File: src/rtl/pcap_replay_axis_unpacker.sv
// Replay FIFO unpacker: header/data words from a FWFT FIFO become AXI4-Stream
// packets, with the header's inter-packet gap enforced at the output port.
module pcap_replay_axis_unpacker #(
    parameter int         C_S_FIFO_WIDTH       = 144,
    parameter int         C_M_AXIS_DATA_WIDTH  = 128,
    parameter int         C_M_AXIS_TUSER_WIDTH = 128,
    parameter logic [7:0] SRC_PORT             = 8'h01
) (
    input  logic                              axi_aclk,
    input  logic                              axi_aresetn,
    input  logic [C_S_FIFO_WIDTH-1:0]         fifo_dout,
    input  logic                              fifo_empty,
    output logic                              fifo_rd_en,
    output logic [C_M_AXIS_DATA_WIDTH-1:0]    m_axis_tdata,
    output logic [C_M_AXIS_DATA_WIDTH/8-1:0]  m_axis_tkeep,
    output logic [C_M_AXIS_TUSER_WIDTH-1:0]   m_axis_tuser,
    output logic                              m_axis_tvalid,
    input  logic                              m_axis_tready,
    output logic                              m_axis_tlast,
    input  logic                              replay_en,
    output logic [31:0]                       pkt_count,
    output logic                              busy
);

    localparam int KW = C_M_AXIS_DATA_WIDTH / 8;

    typedef enum logic [1:0] {
        S_IDLE,
        S_HDR,
        S_DATA,
        S_GAP
    } state_t;

    state_t r_state;
    state_t w_next;

    logic [15:0]                       r_len;
    logic [31:0]                       r_delay;
    logic [31:0]                       r_gap;
    logic [12:0]                       r_beats_left;
    logic [31:0]                       r_pkt_count;
    logic                              r_tvalid;
    logic                              r_tlast;
    logic [C_M_AXIS_DATA_WIDTH-1:0]    r_tdata;
    logic [KW-1:0]                     r_tkeep;
    logic [C_M_AXIS_TUSER_WIDTH-1:0]   r_tuser;

    logic                              w_hdr_pop;
    logic                              w_data_pop;
    logic                              w_last_hs;
    logic                              w_final;
    logic [16:0]                       w_len_sum;
    logic [12:0]                       w_hdr_beats;
    logic [KW-1:0]                     w_last_keep;
    logic                              w_unused;

    // 17-bit add so len=65535 rounds up to 4096 beats without overflow
    assign w_len_sum   = {1'b0, fifo_dout[15:0]} + 17'd15;
    assign w_hdr_beats = w_len_sum[16:4];
    assign w_last_hs   = r_tvalid & m_axis_tready & r_tlast;
    assign w_final     = (r_beats_left == 13'd1);
    assign w_last_keep = (r_len[3:0] == 4'd0) ? {KW{1'b1}}
                       : ((KW'(1) << r_len[3:0]) - KW'(1));
    assign w_unused    = ^fifo_dout[C_S_FIFO_WIDTH-1:C_M_AXIS_DATA_WIDTH];

    always_ff @(posedge axi_aclk or negedge axi_aresetn) begin
        if (!axi_aresetn) begin
            r_state <= S_IDLE;
        end else begin
            r_state <= w_next;
        end
    end

    always_comb begin
        w_next     = r_state;
        w_hdr_pop  = 1'b0;
        w_data_pop = 1'b0;
        unique case (r_state)
            S_IDLE: begin
                if (replay_en) w_next = S_HDR;
            end
            S_HDR: begin
                if (!replay_en) begin
                    w_next = S_IDLE;
                end else if (!fifo_empty) begin
                    w_hdr_pop = 1'b1;
                    if (fifo_dout[15:0] != 16'd0)
                        w_next = S_DATA;
                    else if (fifo_dout[47:16] != 32'd0)
                        w_next = S_GAP;
                end
            end
            S_DATA: begin
                w_data_pop = !fifo_empty && (!r_tvalid || m_axis_tready)
                           && (r_beats_left != 13'd0);
                if (w_last_hs)
                    w_next = (r_delay != 32'd0) ? S_GAP : S_HDR;
            end
            S_GAP: begin
                if (r_gap <= 32'd1) w_next = S_HDR;
            end
            default: w_next = S_IDLE;
        endcase
    end

    assign fifo_rd_en = w_hdr_pop | w_data_pop;

    always_ff @(posedge axi_aclk or negedge axi_aresetn) begin
        if (!axi_aresetn) begin
            r_len        <= '0;
            r_delay      <= '0;
            r_gap        <= '0;
            r_beats_left <= '0;
            r_pkt_count  <= '0;
            r_tvalid     <= 1'b0;
            r_tlast      <= 1'b0;
            r_tdata      <= '0;
            r_tkeep      <= '0;
            r_tuser      <= '0;
        end else begin
            if (w_hdr_pop) begin
                r_len        <= fifo_dout[15:0];
                r_delay      <= fifo_dout[47:16];
                r_gap        <= fifo_dout[47:16];
                r_beats_left <= w_hdr_beats;
            end
            // a pop refills the register even while the old beat is taken
            if (w_data_pop) begin
                r_tvalid     <= 1'b1;
                r_tdata      <= fifo_dout[C_M_AXIS_DATA_WIDTH-1:0];
                r_tuser      <= {{(C_M_AXIS_TUSER_WIDTH-24){1'b0}},
                                 SRC_PORT, r_len};
                r_tlast      <= w_final;
                r_tkeep      <= w_final ? w_last_keep : {KW{1'b1}};
                r_beats_left <= r_beats_left - 13'd1;
            end else if (m_axis_tready) begin
                r_tvalid <= 1'b0;
                r_tlast  <= 1'b0;
            end
            if (w_last_hs) begin
                r_pkt_count <= r_pkt_count + 32'd1;
                r_gap       <= r_delay;
            end else if (r_state == S_GAP && r_gap > 32'd1) begin
                r_gap <= r_gap - 32'd1;
            end
        end
    end

    assign m_axis_tvalid = r_tvalid;
    assign m_axis_tlast  = r_tlast;
    assign m_axis_tdata  = r_tdata;
    assign m_axis_tkeep  = r_tkeep;
    assign m_axis_tuser  = r_tuser;
    assign pkt_count     = r_pkt_count;
    assign busy          = (r_state != S_IDLE);

endmodule

File: config.mk
export PLATFORM = sky130hd
export DESIGN_NAME = pcap_replay_axis_unpacker
export DESIGN_NICKNAME = d
export VERILOG_FILES = /design/src/rtl/pcap_replay_axis_unpacker.sv
export SDC_FILE = /design/constraint.sdc
export NUM_CORES = 1
export LEC_CHECK = 0
export CORE_ASPECT_RATIO = 0.9
export CORE_MARGIN = 3
export CORE_UTILIZATION = 47
export DETAILED_ROUTE_END_ITERATION = 10
export GPL_ROUTABILITY_DRIVEN = 1
export GPL_TIMING_DRIVEN = 1
export PLACE_DENSITY = 0.83
export SYNTH_ARGS = -nofsm -noshare
export SYNTH_HDL_FRONTEND = slang
export SYNTH_SLANG_ARGS = --single-unit
File: constraint.sdc
create_clock -name axi_aclk -period 3.3 [get_ports axi_aclk]
set_clock_uncertainty 0.1 [all_clocks]
set_input_delay 0.66 -clock axi_aclk [delete_from_list [all_inputs] [get_ports axi_aclk]]
set_output_delay 0.66 -clock axi_aclk [all_outputs]
set_load 0.02 [all_outputs]
* Yosys cells after proc, flatten, opt, wreduce, memory -nomap -nowiden
Cells that the tools add are included.
Widths: inputs -> output; s select.
** Cells by class
- Add/sub/neg operators :: 5
- Order comparisons :: 2
- Eq/ne operators :: 9
- Shift operators :: 1
- Muxes and demuxes :: 23
- Bitwise operators :: 3
- Reductions and logical operators :: 17
** Operators with widths (number)
- $mux 32 :: 3
- $reduce_bool 32->1 :: 2
- $add 32x1->32 const B :: 1
- $gt 32x1->1 const B :: 1
- $le 32x1->1 const B :: 1
- $mux 16 :: 2
- $sub 32x1->32 const B :: 1
- $mux 13 :: 2
- $add 16x4->17 const B :: 1
- $mux 2 :: 8
- $reduce_bool 16->1 :: 1
- $shl 1x4->16 const A :: 1
- $sub 16x1->16 const B :: 1
- $eq 13x1->1 const B :: 1
- $reduce_bool 13->1 :: 1
- $sub 13x1->13 const B :: 1
- $pmux 2 s4 :: 1
- $mux 1 :: 7
- $ne 2x2->1 const B :: 3
- $reduce_bool 2->1 :: 3
- $reduce_and 5->1 :: 1
- $eq 2x2->1 const B :: 2
- $logic_not 4->1 :: 1
- $ne 4x4->1 const B :: 1
- other kinds (9) :: 13
** Word-level totals
- Bits in registers :: 290
- Output and inout port bits :: 308
- Logic and storage cells :: 71

* Logic depth before layout (Yosys ltp)
Gate-level depths: netlist of run 1.
- Depth after elaboration :: 6
- Depth in mapped cells :: 10
- Depth with buffers taken out :: 9

* Least setup slack after synthesis of run 1
No wires, ideal clock.
- Path kind :: flip-flop to output port
- From :: register r_beats_left[0]
- To :: output port fifo_rd_en
- Arrival time :: 1.920 ns
- Path slack :: 0.620 ns
- Cell stages (with the launch flop) :: 8
- Buffers on the path :: 0
- Cells stage by stage :: dfrtp_1 -> inv_1 -> ha_1 -> or3b_2 -> nor2_1 -> a21oi_1 -> nor2_1 -> inv_1
** On the way
- Cells in the longest elaborated chain, start to end :: 4
** RTL lines
- start, declared :: RTL line 40 : logic [12:0] r_beats_left;
- start signal, assigned :: RTL line 125 : r_beats_left <= w_hdr_beats;
- start signal, assigned :: RTL line 135 : r_beats_left <= r_beats_left - 13'd1;
- $reduce_bool 13->1 :: RTL line 95 : && (r_beats_left != 13'd0);
- $logic_and 1x1->1 :: RTL line 95
- $mux 1 :: RTL line 78 : unique case (r_state)
- $or 1x1->1 :: RTL line 106 : assign fifo_rd_en = w_hdr_pop | w_data_pop;
- end, declared :: RTL line 13 : output logic fifo_rd_en,
No other way between the ends.

* Worst setup path after layout of run 1
Same ends and word-level chain as after synthesis.

==> metrics.yaml, run 1 <==
critical_path:
  required_ns: 2.54
  path_class: "reg -> out"
  cpPeakStageDelay_ns: 0.51
  cp_slowest_cell: "or3b_2"
  regToRegStartpoint: "r_gap[22]$_DFFE_PN0P_"
  cp-start-kind: "register"
  arrival_ns: 2.45
  startpoint: "r_beats_left[0]$_DFFE_PN0P_"
  cp-end-kind: "output port"
  critPathMaxFanout: 8
  path_cells: "inv_1 -> ha_4 -> or3b_2 -> nor2_4 -> a21oi_4 -> nor2_2 -> inv_2 -> buf_12"
timing:
  final_hold_viol_count: 0
  finalCritPeriodShare: 0.972
  drv_slew: 0
  setup_ws_ns: 0.0909
  max_freq_ghz: 0.312
  setup_viol: 0
  tightestPinTransition_ns: 0.753
  slew_headroom: 0.485
  finalSetupTns_ns: 0
  fin_crit_ns: 3.21
cts:
  cts_made_buffers: 31
  h-tree-depth: 1
  cts_sinks: 290
  cts-root-buf: "clkbuf_16"
  clkSlewWorstSetupHoldPaths_ns: 0.06
  cts_setup_buffers: 0
  clk_path_buf_depth: 3
  worstSkewPairLatency_ns: 0.56
  cts_tree: "yes"
layout:
  final_nets: 2092
  diodes: 0
  fillers: 2269
  area_delta_synth_final_pct: 32.8
  drive_gt1_frac: 0.0598
pwr:
  peakVddDrop_v: 0.000487
  report.power.total_w: 0.0160
  power_density_nw_per_um2: 868
  p_leak_nw: 8.64
floorplanning:
  core_area_um2: 28400
  row_count: 58
  io_pins: 457
  die_h_um: 169
  die_area_um2: 31600
  start_util: 0.487
  die_x_um: 187
route:
  wl_per_cell_um: 17.7
  vias: 12500
  ant_nets: 0
  wl_met2_um: 19600
  post_drt_via_cell_ratio: 5.34
  m1WireLength_um: 16800
  route.detailed.drc: 0
  met3WireLength_um: 3820
  wl_um: 41400
  drt-initial-drc-count: 1257
  route.top_layer_used: "met5"
  drt_pre_antenna_iters: 5
synth:
  ys_warn_count: 0
  async_reset_ff_frac: 1.00
  synth_most_common_cell: "nand2_1"
  synthFlopType: "dfrtp_1"
  synth_top_area_frac: 0.524
  synth_commonest_cells: "649 x nand2_1, 290 x dfrtp_1, 113 x buf_4"
  synth_seq_cells: 290
  synth_edf_count: 0
  netlist_top_cells_area: "dfrtp_1 52%, nand2_1 18%, buf_4 6.1%, nor2_1 2.1%, o21ai_0 1.7%"
  ys_seq_area_frac: 0.524
  synthCells: 1607
  synth_top_area_cell: "dfrtp_1"
  netlist_area_um2: 13900
  avgSynthCellArea_um2: 8.62
  ys_types: 66
global_route:
  grt_pass1_vias: 12100
  grt_max_degree: 89
  grt-ovfl-total: 0
  gr-usage-all-layers: 0.253
  grt_pass1_wl_um: 65800
  antenna_found_initial: 4
place:
  numPortBuffers: 329
  gp_congestion: 0.921
  dp_hpwl_um: 29200
  dp_slack_ns: 0.115
worst_hold_path:
  worst_hold_path_type: "reg -> reg"
  worstHoldStart: "pkt_count[31]$_DFFE_PN0P_"
run_status:
  status: "completed"
flow_run:
  cap_violations: 0
-- flip-flops by register name (all words and copies together) (netlist names) --
name           count
m_axis_tdata     128
m_axis_tvalid      1
r_beats_left      13
pkt_count         32
m_axis_tkeep      16
r_len             16
m_axis_tuser      17
r_gap             32
r_delay           32
m_axis_tlast       1
r_state            2
-- stage by stage --
step | hold slack (ns) | utilization | area, um^2 | std cells
5_1_grt | 0.387 | 0.646 | 18400 | 2345
3_5_place_dp | 0.351 | 0.609 | 17300 | 2289
2_1_floorplan | 0.264 | - | 14300 | 1717
6_report | 0.368 | 0.646 | 18400 | 2345
3_3_place_gp | 0.348 | 0.609 | 17300 | 2289
4_1_cts | 0.367 | 0.646 | 18400 | 2345
-- cell families after synthesis --
group / Yosys count / synth area share
AO/OA/AOI/OAI: 170 / 0.0801
XOR/XNOR: 47 / 0.0297
adder cells (fa/ha/maj): 10 / 0.00903
buffers and inverters: 203 / 0.0870
flip-flops: 290 / 0.524
multiplexers: 2 / 0.00154
other: 1 / 0.000271
AND/OR/NAND/NOR: 884 / 0.268
-- placed cells by master, fill, tap and decap left out, drive strengths merged, types with 4 or more instances in the layout --
cell	synthesis	routed
or2	4	4
ha	10	10
or4	7	7
nor3	27	27
a21o	4	4
nand2	649	649
nor4	30	30
a31oi	12	12
inv	16	17
buf	132	42
nor2	76	76
xnor2	26	26
nand3	22	22
and3	10	10
a211oi	10	10
clkinv	0	6
o31ai	9	9
and2	6	6
a21oi	41	41
nand4	23	23
nand3b	4	4
nor4b	5	5
clkdlybuf4s50	0	327
or3	7	7
o21ai	48	48
clkbuf	55	44
conb	1	111
dfrtp	290	290
o22a	4	4
nand2b	7	7
o22ai	4	4
xor2	21	21
-- power breakdown --
group	switching, W	internal [W]
Clock	0.00145	0.00211
Sequential	0.00118	0.00501
Combinational	0.00345	0.00276
Total	0.00608	0.00988
-- cell type report --
class                      count  area [um^2]  area share
clock buffer                  44          895      0.0486
clock inverter                11          144     0.00782
inverter                      16         60.1     0.00327
multi-input combinational   1224         5850       0.318
sequential                   290         7260       0.395
tap                          390          488      0.0265
timing repair buffer         370         3690       0.201
-- critical path, delay by kind of cell (launching register included) --
kind / cells / cell delay (ns)
compound gates: 1 / 0.09
fa+ha+maj: 1 / 0.20
buf+inv: 3 / 0.36
flops: 1 / 0.44
simple gates: 3 / 0.80
-- routing by layer --
layer  vias up  global-route usage
met5         -                   0
met4         8              0.0674
met3        91              0.0623
met2       641               0.417
met1      6057               0.338
li1       5720                   -
-- path summary, 6_finish.rpt --
check                      cells past startpoint                            to  slack (ns)
min in group asynchronous                      2  m_axis_tdata[34]$_DFFE_PN0P_        0.58
setup / recovery                               8                    fifo_rd_en        0.09
max in group asynchronous                      3  m_axis_tdata[72]$_DFFE_PN0P_        1.60
hold / removal                                 1     pkt_count[31]$_DFFE_PN0P_        0.37
setup reg to reg                               7         r_gap[26]$_DFFE_PN0P_        0.42
hold reg to reg                                1     pkt_count[31]$_DFFE_PN0P_        0.37
-- timing repair --
| item | in CTS | in global routing |
|---|---|---|
| hold buffers | 1 | 0 |
| gates resized for setup | 5 | 2 |
| endpoints found under the setup margin | 1 | 1 |
| hold endpoints to repair | 34 | 0 |
| gates cloned | 0 | 0 |
(Power assumes the default switching activity.)
==> run 2: changes to the inputs <==
--- a/config.mk
+++ b/config.mk
@@ -7,11 +7,11 @@
 export LEC_CHECK = 0
 export CORE_ASPECT_RATIO = 0.9
 export CORE_MARGIN = 3
-export CORE_UTILIZATION = 47
+export CORE_UTILIZATION = 25
 export DETAILED_ROUTE_END_ITERATION = 10
-export GPL_ROUTABILITY_DRIVEN = 1
 export GPL_TIMING_DRIVEN = 1
-export PLACE_DENSITY = 0.83
+export MAX_ROUTING_LAYER = met4
+export PLACE_DENSITY = 0.5
 export SYNTH_ARGS = -nofsm -noshare
 export SYNTH_HDL_FRONTEND = slang
 export SYNTH_SLANG_ARGS = --single-unit
==> run 2 against run 1 <==
Compared with the run above:
- utilization is 30 points lower
- hold slack worse by 0.012 ns
- fmax up 4.2%
- die area rose by 85%
- sequential share of layout area shrank 1.5 points
- largest power group unchanged
- count of clock-buffer cells in the layout up 13
- final area rose by 4.1%
- critical endpoint unchanged
- setup slack better by 0.13 ns
==> metrics.yaml, run 2 (synthesized netlist as in run 1, its figures left out) <==
worst_hold_path:
  hold-path-cell-count: 2
  worst_hold_path.endpoint: "m_axis_tuser[8]$_DFFE_PN0P_"
  worst_hold_path_type: "reg -> reg"
  worstHoldStart: "r_len[8]$_DFFE_PN0P_"
floorplanning:
  die_x_um: 254
  row_count: 81
  die_h_um: 229
  io_pins: 457
  core_area_um2: 54500
  start_util: 0.254
  die_area_um2: 58300
timing:
  rsz0062_at_grt: "false"
  drv_slew: 0
  setup_viol: 0
  finalCritPeriodShare: 0.933
  finalSetupTns_ns: 0
  max_freq_ghz: 0.325
  final_hold_viol_count: 0
  slew_headroom: 0.569
  tightestPinTransition_ns: 0.630
  fin_crit_ns: 3.08
pwr:
  p_comb_frac: 0.382
  p_int_w: 0.0102
  switching_power_w: 0.00619
  p_sw_frac: 0.377
  peakVddDrop_v: 0.000424
  pwr-share-clk: 0.244
  p_leak_nw: 8.84
  seqPwrFrac: 0.374
  power_density_nw_per_um2: 858
critical_path:
  critPathMaxFanout: 8
  reg2reg_slack_ns: 0.47
  reg2reg_depth: 8
  regToRegStartpoint: "r_gap[0]$_DFFE_PN0P_"
  cp-start-kind: "register"
  worstReg2RegEnd: "r_gap[26]$_DFFE_PN0P_"
  cp-end-kind: "output port"
  arrival_ns: 2.32
  required_ns: 2.54
  path_class: "reg -> out"
route:
  wl_um: 45500
  ant_nets: 0
  route.detailed.drc: 0
  post_drt_via_cell_ratio: 4.45
  wl_per_cell_um: 16.9
  drt-initial-drc-count: 894
  drt_pre_antenna_iters: 5
  vias: 12000
layout:
  final_nets: 2122
  fillers: 5651
  final_common_cell: "nand2_1"
  area_delta_synth_final_pct: 38.2
  register_area_um2: 7260
  drive_gt1_frac: 0.0739
  largest_reg_flops: 128
  multi_input_area_um2: 5850
  layout.cells.most_common_list: "649 x nand2_1, 327 x clkdlybuf4s50_1, 289 x dfrtp_1, 111 x conb_1, 73 x nor2_1"
  final_cells: 2698
cts:
  h-tree-depth: 2
  clkSlewWorstSetupHoldPaths_ns: 0.06
  cts_tree: "yes"
  cts_made_buffers: 36
  cts-root-buf: "clkbuf_16"
  clk_path_buf_depth: 3
  worstSkewPairLatency_ns: 0.53
  cts_sinks: 290
place:
  dp.cells: 2628
  dp_hpwl_um: 32800
  numPortBuffers: 329
  gp_congestion: 0.841
global_route:
  grt-ovfl-total: 0
  grt_pass1_vias: 11900
  antenna_found_initial: 3
  gr-usage-all-layers: 0.159
  grt_pass1_wl_um: 70700
  grt_max_degree: 85
flow_run:
  cap_violations: 0
run_status:
  status: "completed"
[run 2: cell types whose count changed in the layout (fill, tap and decap cells not counted)]
cell	change
clkbuf_1	+5
inv_6	+1
or3b_2	-1
clkinvlp_4	+1
bufinv_16	-1
clkbuf_8	+2
clkbuf_16	+6
clkinv_4	-2
or3b_4	+1
buf_4	+25
clkinv_2	-2
diode_2	+3
[run 2: worst max-delay path by stage]
| stage | from | to | slack [ns] | cells after the start |
|---|---|---|---|---|
| after CTS | r_beats_left[0]$_DFFE_PN0P_ | fifo_rd_en | 0.02 | 8 |
| after global placement | m_axis_tready | m_axis_tkeep[6]$_DFFE_PN0P_ | 0.26 | 10 |
| after detailed placement | m_axis_tready | m_axis_tkeep[6]$_DFFE_PN0P_ | 0.25 | 10 |
| final | r_beats_left[0]$_DFFE_PN0P_ | fifo_rd_en | 0.22 | 8 |
| after global routing | r_beats_left[0]$_DFFE_PN0P_ | fifo_rd_en | 0.1 | 8 |
| after floorplan | r_beats_left[0]$_DFFE_PN0P_ | fifo_rd_en | 0.62 | 7 |
[run 2: area by class of cell]
class / count / area share
antenna: 3 / 0.000392
clock buffer: 57 / 0.0570
clock inverter: 8 / 0.00536
inverter: 16 / 0.00314
multi-input combinational: 1224 / 0.306
sequential: 290 / 0.379
tap: 705 / 0.0461
timing repair buffer: 395 / 0.203
[run 2: per-stage QoR]
step	instance area [um^2]	util	setup slack (ns)	power (W)	hold WS, ns
after floorplan	14300	-	0.620	0.00938	0.264
after global placement	17900	0.328	0.264	0.0124	0.352
after detailed placement	17900	0.328	0.246	0.0125	0.352
after CTS	19100	0.351	0.0220	0.0167	0.360
after global routing	19100	0.351	0.0987	0.0176	0.390
final	19100	0.351	0.221	0.0164	0.356
[run 2: power by group through the flow]
stage / Sequential, W / Clock (W) / Combinational, W
2_1_floorplan: 0.00700 / 0 / 0.00238
3_5_place_dp: 0.00618 / 0 / 0.00631
4_1_cts: 0.00616 / 0.00418 / 0.00636
3_3_place_gp: 0.00613 / 0 / 0.00625
6_report: 0.00615 / 0.00401 / 0.00627
5_1_grt: 0.00639 / 0.00432 / 0.00689
[run 2: routing by layer]
metal  routed length (um)  vias up  track usage
met2                20200      353        0.229
met3                 2880       65       0.0369
met5                    0        -            -
met4                  920        0       0.0416
met1                21500     5809        0.223
li1                     -     5788            -
[run 2: critical path: stages (launching register included)]
cell and delay (ns):
dfrtp_2 0.44, inv_1 0.11, ha_4 0.19, or3b_4 0.42
nor2_4 0.17, a21oi_4 0.07, nor2_2 0.12, inv_2 0.11
buf_12 0.15
[run 2: timing repair]
| item | 4_1_cts | 5_1_grt |
|---|---|---|
| setup endpoints to repair | 1 | 1 |
| pin swaps | 0 | 1 |
| gates resized for setup | 5 | 3 |
| hold endpoints to repair | 56 | 0 |
| buffers inserted | 0 | 1 |
| cloned | 0 | 0 |
| hold buffers | 1 | 0 |
